### src/rtl/coreaxi4dmacontroller_rd_pkg.sv
// Shared encodings for the DMA read transaction controller: FSM states,
// source operation types, error codes and the AXI burst type it issues.
package coreaxi4dmacontroller_rd_pkg;

    typedef enum logic [5:0] {
        ST_IDLE      = 6'b000001,
        ST_ISSUE     = 6'b000010,
        ST_WAIT_DATA = 6'b000100,
        ST_DONE      = 6'b001000,
        ST_ERROR     = 6'b010000,
        ST_ZERO      = 6'b100000
    } rd_state_t;

    localparam logic [1:0] OP_NOP   = 2'b00;
    localparam logic [1:0] OP_INCR  = 2'b01;
    localparam logic [1:0] OP_FIXED = 2'b10;
    localparam logic [1:0] OP_RSVD  = 2'b11;

    localparam logic [1:0] ERR_NONE = 2'b00;
    localparam logic [1:0] ERR_RESP = 2'b01;
    localparam logic [1:0] ERR_LEN  = 2'b10;
    localparam logic [1:0] ERR_OP   = 2'b11;

    localparam logic [1:0] BURST_INCR = 2'b01;

endpackage

### src/rtl/coreaxi4dmacontroller_rd_beat_chk.sv
// Counts returned read beats and flags response and length errors. The flag
// outputs already include the beat presented this cycle, so the controller
// can decide the final status on the last beat itself.
module coreaxi4dmacontroller_rd_beat_chk
    import coreaxi4dmacontroller_rd_pkg::*;
#(
    parameter int NUM_OF_BEATS_WIDTH = 8
) (
    input  logic                          clock,
    input  logic                          reset,
    input  logic                          clear,
    input  logic                          enable,
    input  logic                          rd_beat,
    input  logic                          rd_last,
    input  logic                          rd_resp_err,
    input  logic [NUM_OF_BEATS_WIDTH-1:0] exp_len,
    output logic                          last_seen,
    output logic                          resp_err,
    output logic                          len_err
);

    localparam int CW = NUM_OF_BEATS_WIDTH + 1;

    logic [CW-1:0] beat_cnt;
    logic [CW-1:0] cnt_next;
    logic          resp_err_q;
    logic          len_err_q;
    logic          beat;
    logic          wrap;
    logic          len_mismatch;

    always_comb begin
        beat         = enable & rd_beat;
        cnt_next     = beat_cnt + CW'(1);
        // A wrap without the last beat can never match, so it is a length error.
        wrap         = beat && (beat_cnt == {CW{1'b1}});
        len_mismatch = beat && rd_last && (cnt_next != ({1'b0, exp_len} + CW'(1)));
        last_seen    = beat & rd_last;
        resp_err     = resp_err_q | (beat & rd_resp_err);
        len_err      = len_err_q | len_mismatch | wrap;
    end

    always_ff @(posedge clock) begin
        if (reset || clear) begin
            beat_cnt   <= '0;
            resp_err_q <= 1'b0;
            len_err_q  <= 1'b0;
        end else if (beat) begin
            beat_cnt   <= cnt_next;
            resp_err_q <= resp_err;
            len_err_q  <= len_err;
        end
    end

endmodule

### src/rtl/coreaxi4dmacontroller_rd_tran_ctrl.sv
// Read transaction controller: turns one dispatcher request into one AXI4
// read burst command, checks the returned beats and holds the final status.
module coreaxi4dmacontroller_rd_tran_ctrl
    import coreaxi4dmacontroller_rd_pkg::*;
#(
    parameter int NUM_PRI_LVLS        = 4,
    parameter int MAX_TRAN_SIZE_WIDTH = 23,
    parameter int NUM_OF_BEATS_WIDTH  = 8,
    parameter int PRI_0_NUM_OF_BEATS  = 255,
    parameter int PRI_1_NUM_OF_BEATS  = 127,
    parameter int PRI_2_NUM_OF_BEATS  = 63,
    parameter int PRI_3_NUM_OF_BEATS  = 15,
    parameter int DSCR_NUM_OF_BEATS   = 3
) (
    input  logic                           clock,
    input  logic                           reset,
    input  logic                           rdTranReq,
    input  logic                           dscrptrFetch,
    input  logic [1:0]                     srcOpType,
    input  logic [31:0]                    srcAddr,
    input  logic [MAX_TRAN_SIZE_WIDTH-1:0] numOfBytes,
    input  logic [NUM_PRI_LVLS-1:0]        priLvl,
    input  logic [2:0]                     srcSize,
    input  logic                           rdTranAccept,
    input  logic                           rdBeat,
    input  logic                           rdLast,
    input  logic [1:0]                     rdResp,
    input  logic                           rdTranAck,
    output logic                           rdTranValid,
    output logic [31:0]                    rdTranAddr,
    output logic [1:0]                     rdTranBurst,
    output logic [2:0]                     rdTranSize,
    output logic [NUM_OF_BEATS_WIDTH-1:0]  rdTranLen,
    output logic [MAX_TRAN_SIZE_WIDTH-1:0] rdTranBytes,
    output logic                           rdTranDscrptr,
    output logic                           rdTranDone,
    output logic                           rdTranError,
    output logic [1:0]                     rdTranErrCode,
    output logic                           rdTranZeroOp,
    output logic [5:0]                     fsm_state
);

    rd_state_t                     state;
    logic [NUM_OF_BEATS_WIDTH-1:0] len_sel;
    logic                          last_seen;
    logic                          resp_err;
    logic                          len_err;
    logic                          unused_resp_bit;

    assign unused_resp_bit = rdResp[0];
    assign fsm_state       = state;

    // Zero or multi-hot priority falls through to the priority-3 length.
    always_comb begin
        len_sel = NUM_OF_BEATS_WIDTH'(PRI_3_NUM_OF_BEATS);
        if (dscrptrFetch)
            len_sel = NUM_OF_BEATS_WIDTH'(DSCR_NUM_OF_BEATS);
        else if (priLvl == NUM_PRI_LVLS'(1))
            len_sel = NUM_OF_BEATS_WIDTH'(PRI_0_NUM_OF_BEATS);
        else if (priLvl == NUM_PRI_LVLS'(2))
            len_sel = NUM_OF_BEATS_WIDTH'(PRI_1_NUM_OF_BEATS);
        else if (priLvl == NUM_PRI_LVLS'(4))
            len_sel = NUM_OF_BEATS_WIDTH'(PRI_2_NUM_OF_BEATS);
    end

    coreaxi4dmacontroller_rd_beat_chk #(
        .NUM_OF_BEATS_WIDTH(NUM_OF_BEATS_WIDTH)
    ) u_beat_chk (
        .clock      (clock),
        .reset      (reset),
        .clear      (state == ST_IDLE),
        .enable     (state == ST_WAIT_DATA),
        .rd_beat    (rdBeat),
        .rd_last    (rdLast),
        .rd_resp_err(rdResp[1]),
        .exp_len    (rdTranLen),
        .last_seen  (last_seen),
        .resp_err   (resp_err),
        .len_err    (len_err)
    );

    // Command handshake: the command transfers on the cycle rdTranValid and
    // rdTranAccept are both high; until then the payload is held unchanged.
    always_ff @(posedge clock) begin
        if (reset) begin
            state         <= ST_IDLE;
            rdTranValid   <= 1'b0;
            rdTranAddr    <= '0;
            rdTranBurst   <= '0;
            rdTranSize    <= '0;
            rdTranLen     <= '0;
            rdTranBytes   <= '0;
            rdTranDscrptr <= 1'b0;
            rdTranDone    <= 1'b0;
            rdTranError   <= 1'b0;
            rdTranErrCode <= ERR_NONE;
            rdTranZeroOp  <= 1'b0;
        end else begin
            case (state)
                ST_IDLE: begin
                    if (rdTranReq) begin
                        case (srcOpType)
                            OP_NOP: begin
                                state        <= ST_ZERO;
                                rdTranZeroOp <= 1'b1;
                            end
                            OP_RSVD: begin
                                state         <= ST_ERROR;
                                rdTranError   <= 1'b1;
                                rdTranErrCode <= ERR_OP;
                            end
                            OP_INCR, OP_FIXED: begin
                                state         <= ST_ISSUE;
                                rdTranValid   <= 1'b1;
                                rdTranAddr    <= srcAddr;
                                rdTranBurst   <= dscrptrFetch ? BURST_INCR : srcOpType;
                                rdTranSize    <= srcSize;
                                rdTranLen     <= len_sel;
                                rdTranBytes   <= numOfBytes;
                                rdTranDscrptr <= dscrptrFetch;
                            end
                            default: ;
                        endcase
                    end
                end
                ST_ISSUE: begin
                    if (rdTranAccept) begin
                        state       <= ST_WAIT_DATA;
                        rdTranValid <= 1'b0;
                    end
                end
                ST_WAIT_DATA: begin
                    if (last_seen) begin
                        if (resp_err) begin
                            state         <= ST_ERROR;
                            rdTranError   <= 1'b1;
                            rdTranErrCode <= ERR_RESP;
                        end else if (len_err) begin
                            state         <= ST_ERROR;
                            rdTranError   <= 1'b1;
                            rdTranErrCode <= ERR_LEN;
                        end else begin
                            state      <= ST_DONE;
                            rdTranDone <= 1'b1;
                        end
                    end
                end
                ST_DONE: begin
                    if (rdTranAck && rdTranDone) begin
                        state      <= ST_IDLE;
                        rdTranDone <= 1'b0;
                    end
                end
                ST_ERROR: begin
                    if (rdTranAck && rdTranError) begin
                        state         <= ST_IDLE;
                        rdTranError   <= 1'b0;
                        rdTranErrCode <= ERR_NONE;
                    end
                end
                ST_ZERO: begin
                    if (rdTranAck && rdTranZeroOp) begin
                        state        <= ST_IDLE;
                        rdTranZeroOp <= 1'b0;
                    end
                end
                default: state <= ST_IDLE;
            endcase
        end
    end

endmodule

### config.mk
export PLATFORM = sky130hd
export DESIGN_NAME = coreaxi4dmacontroller_rd_tran_ctrl
export DESIGN_NICKNAME = d
export VERILOG_FILES = /design/src/rtl/coreaxi4dmacontroller_rd_pkg.sv /design/src/rtl/coreaxi4dmacontroller_rd_beat_chk.sv /design/src/rtl/coreaxi4dmacontroller_rd_tran_ctrl.sv
export SDC_FILE = /design/constraint.sdc
export NUM_CORES = 1
export LEC_CHECK = 0
export BUFFER_PORTS_ARGS = -buffer_cell sky130_fd_sc_hd__buf_2
export CAP_MARGIN = 10
export CORE_ASPECT_RATIO = 0.9
export CORE_UTILIZATION = 50
export CTS_CLUSTER_DIAMETER = 40
export DETAILED_ROUTE_END_ITERATION = 8
export PLACE_DENSITY_LB_ADDON = 0.05
export SYNTH_ARGS = -nofsm -noshare
export SYNTH_HDL_FRONTEND = slang
export SYNTH_HIERARCHICAL = 1
export SYNTH_SLANG_ARGS = --single-unit
### constraint.sdc
create_clock -name clock -period 3.3 [get_ports clock]
set_input_delay 0.33 -clock clock [delete_from_list [all_inputs] [get_ports clock]]
set_output_delay 0.33 -clock clock [all_outputs]
set_load 0.02 [all_outputs]
* Yosys cells after proc, flatten, opt, wreduce, memory -nomap -nowiden
Index checks and enable logic that the tools add are counted.
** Storage, ports and cells
- Word-level logic and storage cells :: 110
- Output and inout port bits :: 81
- Bits in latches :: 0
- Bits in read-only memories :: 0
- Input bits :: 74
- Memory bits (writable) :: 0
- Memories kept :: 0
- Bits in registers :: 92
** Cells by class
- Order comparisons :: 0
- $add $sub $neg :: 2
- Bitwise gates (word level) :: 6
- Shifts and indexed selects :: 0
- Eq/ne operators :: 26
- Muxes and demuxes :: 42
- Multiply operators :: 0
- Reduce and logical (&&, ||, !) cells :: 19
- Div/mod/pow operators :: 0
** Operator list (number)
- 6-bit two-way mux :: 7
- 6-bit case mux with 6 select lines :: 1
- 2-bit != test (second input constant) :: 11
- 6-bit case mux with 3 select lines :: 1
- 1-bit two-way mux :: 16
- 8-bit two-way mux :: 2
- 2-bit two-way mux :: 7
- 6-bit AND reduction :: 2
- 5-bit two-way mux :: 2
- 8-bit by 1-bit adder with 9-bit output (second input constant) :: 1
- 9-bit by 1-bit adder with 9-bit output (second input constant) :: 1
- 9-bit == test (second input constant) :: 1
- 9-bit != test :: 1
- 4-bit AND reduction :: 2
- 7-bit two-way mux :: 1
- 6-bit by 1-bit == test with 1-bit output (second input constant) :: 1
- 6-bit by 2-bit == test with 1-bit output (second input constant) :: 1
- 6-bit by 3-bit == test with 1-bit output (second input constant) :: 1
- 6-bit by 4-bit == test with 1-bit output (second input constant) :: 1
- 6-bit by 5-bit == test with 1-bit output (second input constant) :: 1
- 6-bit == test (second input constant) :: 1
- 1-bit logical AND :: 6
- 1-bit case mux with 2 select lines :: 3
- 2-bit case mux with 3 select lines :: 1
- 16 further kinds :: 23

* Longest topological paths before layout
- Word-level depth :: 10
- Gate-level depth with buffers :: 15
- Mapped depth without buffers :: 14

* By module
Netlist, hierarchy kept.
** Modules (own cells, without submodules)
- coreaxi4dmacontroller_rd_tran_ctrl :: sequential area each 1561.5 µm², area each 3528.4 µm², cells an instance 390, instances 1
- coreaxi4dmacontroller_rd_beat_chk :: sequential area each 220.2 µm², area each 803.3 µm², cells an instance 97, instances 1

* Least setup slack after synthesis
No wires, ideal clock.
- Path type :: flip-flop to flip-flop
- From :: register u_beat_chk.beat_cnt[0]
- To :: register state[3], in the netlist fsm_state[3]
- Data arrival time :: 2.873 ns
- Clock period less this slack :: 2.946 ns
- Path slack :: 0.354 ns
- Data required time :: 3.227 ns
- Stages on the path, launching flop included :: 12
- Cells stage by stage :: dfxtp_1 ha_1 and3_2 and2_1 and3_1 ha_1 xnor2_1 nor4_1 a21oi_1 or2_2 or4b_1 a21oi_1
** Between the ends
- Cells in the longest elaborated chain, start to end :: 9
** Ends and longest elaborated chain
- start: declaration :: RTL line coreaxi4dmacontroller_rd_beat_chk.sv:24 : logic [CW-1:0] beat_cnt;
- start signal: assignment :: RTL line coreaxi4dmacontroller_rd_beat_chk.sv:49 : beat_cnt <= cnt_next;
- 9-bit by 1-bit adder with 9-bit output :: RTL line coreaxi4dmacontroller_rd_beat_chk.sv:34 : cnt_next = beat_cnt + CW'(1);
- via u_beat_chk.cnt_next[8] :: RTL line coreaxi4dmacontroller_rd_beat_chk.sv:25 : logic [CW-1:0] cnt_next;
- 9-bit != test :: RTL line coreaxi4dmacontroller_rd_beat_chk.sv:37 : len_mismatch = beat && rd_last && (cnt_next != ({1'b0, exp_len} + CW'(1)));
- 1-bit logical AND :: RTL line coreaxi4dmacontroller_rd_beat_chk.sv:37
- 1-bit OR (2 in series) :: RTL line coreaxi4dmacontroller_rd_beat_chk.sv:40 : len_err = len_err_q | len_mismatch | wrap;
- via len_err :: RTL line coreaxi4dmacontroller_rd_tran_ctrl.sv:47 : logic len_err;
- 5-bit two-way mux :: RTL line coreaxi4dmacontroller_rd_tran_ctrl.sv:138 : end else if (len_err) begin
- 5-bit two-way mux :: RTL line coreaxi4dmacontroller_rd_tran_ctrl.sv:134 : if (resp_err) begin
- 6-bit two-way mux :: RTL line coreaxi4dmacontroller_rd_tran_ctrl.sv:133 : if (last_seen) begin
- 6-bit case mux with 6 select lines :: RTL line coreaxi4dmacontroller_rd_tran_ctrl.sv:99 : case (state)
- end signal: assignment :: RTL line coreaxi4dmacontroller_rd_tran_ctrl.sv:104 : state <= ST_ZERO;
- end signal: assignment :: RTL line coreaxi4dmacontroller_rd_tran_ctrl.sv:135 : state <= ST_ERROR;
- end signal: assignment :: RTL line coreaxi4dmacontroller_rd_tran_ctrl.sv:139 : state <= ST_ERROR;
- end: declaration :: RTL line coreaxi4dmacontroller_rd_tran_ctrl.sv:43 : rd_state_t state;
The timed path passes the listed nets, and every way through them passes these cells. The select of a mux whose other input is x is not followed.
A chain may end at the register's enable or synchronous reset.

* Final worst setup path
Same ends and word-level chain as after synthesis.

==> key figures <==
CTS
  • Clk_lat worst skew: 0.36 ns
  • Clock Sinks: 89
  • Clock tree root driver cell: clkbuf_8
  • Clock slew at reported path FFs: 0.10 ns
  • CTS tree: yes
  • H-tree depth: 3
  • Max clock buf depth: 2
  • Total CTS buffers: 9
  • Hold buffers post-CTS: 0

Run status
  • Status: finished clean

Timing
  • TNS Setup: 0 ns
  • Minimum clock period: 3.124 ns
  • Worst slew margin: 43.77%
  • Final Hold Viols: 0
  • Final worst-path cycle share: 94.66%
  • Final setup fails: 0
  • Worst-Margin Slew: 0.8435 ns
  • Slew Limit Fails: 0
  • Peak Freq: 320.1 MHz
  • Worst Clk Skew: 0.01557 ns
  • Setup repair after global routing missed its margin: no

Final layout
  • Fill cell count: 771
  • Area grow syn2layout: 21.61%
  • Share of layout cells above drive strength 1: 45.64%
  • Final net count: 706
  • Antenna cells: 0

Routing
  • Vias/cell: 5.071
  • DRT iter0 DRCs: 100
  • ANT nets after route: 0
  • First-pass DRT Iterations: 4
  • Routed vias: 3,783
  • DRC: 0
  • Wirelength per Cell: 13.57 microns
  • WL final: 10.12 mm

GRT
  • Largest net degree at the start of global routing: 58
  • Total GRT Usage: 22.94%
  • Total grt overflow: 0
  • Antenna violations before repair: 0
  • Vias in the first global route: 3,560
  • Global-route wire length before repair: 16.60 mm

Setup path
  • R2R depth: 11
  • Worst EP required: 3.59 ns
  • CP max FO: 5
  • Crit. End Element: flop
  • CP max-delay cell: or4b_1
  • Setup CP Type: flop to flop
  • Crit start category: flop
  • Crit-path cells: ha_1 -> and3_2 -> and2_1 -> and3_1 -> ha_1 -> xnor2_1 -> nor4_2 -> a21oi_1 -> or2_2 -> or4b_1 -> a21oi_1
  • Crit path DAT: 3.41 ns
  • CP peak stage delay: 0.50 ns

Floorplanning
  • Core Area: 0.008223 sq mm
  • # rows: 31
  • Chip height: 90.30 microns
  • Die area: 0.009040 sq mm
  • Starting Density: 52.68%
  • Die width: 100.1 microns
  • Io pins: 155

Synth
  • Dominant cell type by area after synthesis: dfxtp_1
  • Post-synthesis register bit count: 89
  • Simple logic cell fraction of the synthesized area: 25.82%
  • Complex-gate fraction of the synthesized area: 19.12%
  • Avg Inst Size Synth: 8.895 sq um
  • Synth Instances: 487
  • Synthesized area: 0.004332 sq mm
  • Number of synthesized flops with an enable pin: 0
  • Syn nets: 567
  • Syn. warnings: 6
  • Multiplexer area fraction after synthesis: 0.4622%
  • Most common cell in the netlist: nand2_1
  • Ys async rst share: 0%
  • Post-synthesis adder-cell area fraction: 1.733%
  • Part of the Yosys area used for sequential elements: 41.13%
  • Xor/xnor share of the synthesized area: 5.170%
  • Ranking of synthesized cells by area: dfxtp_1 (41%), a21oi_2 (12%), nand2_1 (8.2%), nand2_2 (5.6%), xnor2_1 (2.4%)
  • Ys flop type: dfxtp_1
  • Synth top cells by count: nand2_1 (95), dfxtp_1 (89), a21oi_2 (58)
  • Synth top area share: 41.13%
  • Count of cell types in the netlist: 58
  • Largest family of logic cells by synthesized area: simple AND/OR/NAND/NOR gates

Pwr
  • Leakage power: 2.238 nW
  • Worst vdd ir: 244.7 uV
  • Power Dens Cells: 470.0 mW/mm^2
  • Total power: 2.476 mW

Hold path
  • Worst hold path type: input pin to flop
  • Hold depth: 3

Flow run
  • Max-capacitance violation count: 0

Placement
  • Number of port buffers: 153
  • Gp weighted congestion: 0.7988
  • Post-DP HPWL: 7.159 mm
## final timing paths
check                              start              to  slack, ns
setup / recovery  u_beat_chk/beat_cnt[0]    fsm_state[3]       0.18
hold / removal             numOfBytes[4]  rdTranBytes[4]       0.19
hold reg to reg           rdTranAddr[19]  rdTranAddr[19]       0.47
setup reg to reg  u_beat_chk/beat_cnt[0]    fsm_state[3]       0.18
## metal layers
layer,vias to the layer above,GRT usage (%),routed length (microns)
li1,1907,-,-
met5,-,0,0
met4,0,5.797,128
met1,1741,28.92,4471
met2,124,37.18,4748
met3,11,8.282,771
## area by class of cell
type / instances / area, sq um / share of cell area [%]
clock inverter: 6 / 48.80 / 0.9264
inverter: 9 / 33.78 / 0.6413
timing repair buffer: 161 / 840.8 / 15.96
multi-input combinational: 356 / 2281 / 43.30
clock buffer: 10 / 137.6 / 2.613
sequential: 89 / 1782 / 33.82
tap: 115 / 143.9 / 2.732
## worst max-delay path: cells and delay by family, from the launching register on
kind,cells,cell delay (ns)
xor gates and xnor gates,1,0.15
DFF,1,0.38
and+or+nand+nor,6,1.70
adders and majority gates,2,0.59
AOI/OAI and AO/OA,2,0.25
## metrics by stage
step | instance area [sq um] | hold WS [ns] | worst slack, ns | utilization, % | cells
floorplan | 4332 | 0.4400 | 0.3541 | - | 487
global placement | 5075 | 0.4417 | 0.2125 | 61.72 | 730
detailed placement | 5075 | 0.4459 | 0.1534 | 61.72 | 730
CTS | 5261 | 0.1788 | 0.1267 | 63.98 | 746
global route | 5268 | 0.1654 | 0.001680 | 64.06 | 746
finish | 5268 | 0.1904 | 0.1762 | 64.06 | 746
## cells in the final DEF (no fill, tap or decap), drive strengths merged, types with 7 or more instances in the layout
| cell type | instances |
|---|---|
| buf | 161 |
| nor2 | 21 |
| dfxtp | 89 |
| o21ai | 9 |
| nand3 | 8 |
| clkbuf | 10 |
| inv | 12 |
| nor3 | 7 |
| and3 | 7 |
| xnor2 | 12 |
| a21oi | 78 |
| nand2 | 134 |
| xor2 | 11 |
| and2 | 8 |
## state kept, by name, summed over array words and instances, names as in the netlist, 2 cells and up
signal	cells
rdTranErrCode	2
rdTranLen	5
fsm_state	6
rdTranBurst	2
rdTranBytes	23
rdTranSize	3
u_beat_chk/beat_cnt	9
rdTranAddr	32
## kinds of logic (layout without fill, tap and decap cells)
kind of cell             after synthesis  count (layout)
AO/OA/AOI/OAI                        107             107
adder cells (fa/ha/maj)                6               6
multiplexers                           2               2
buffers and inverters                 42             186
flip-flops                            89              89
XOR/XNOR                              24              24
AND/OR/NAND/NOR                      217             217
## where the power goes
part	switching [mW]	total, mW	internal [mW]	leakage (nW)
clock network	0.412	0.716	0.304	0.0912
logic	0.355	0.567	0.212	1.42
registers	0.0480	1.19	1.15	0.724
## timing repair
action                                  CTS  global route
buffers inserted                          0             0
endpoints found under the setup margin    0             2
resized for setup                         0             1
No activity file was read; power rests on OpenSTA's default activity.
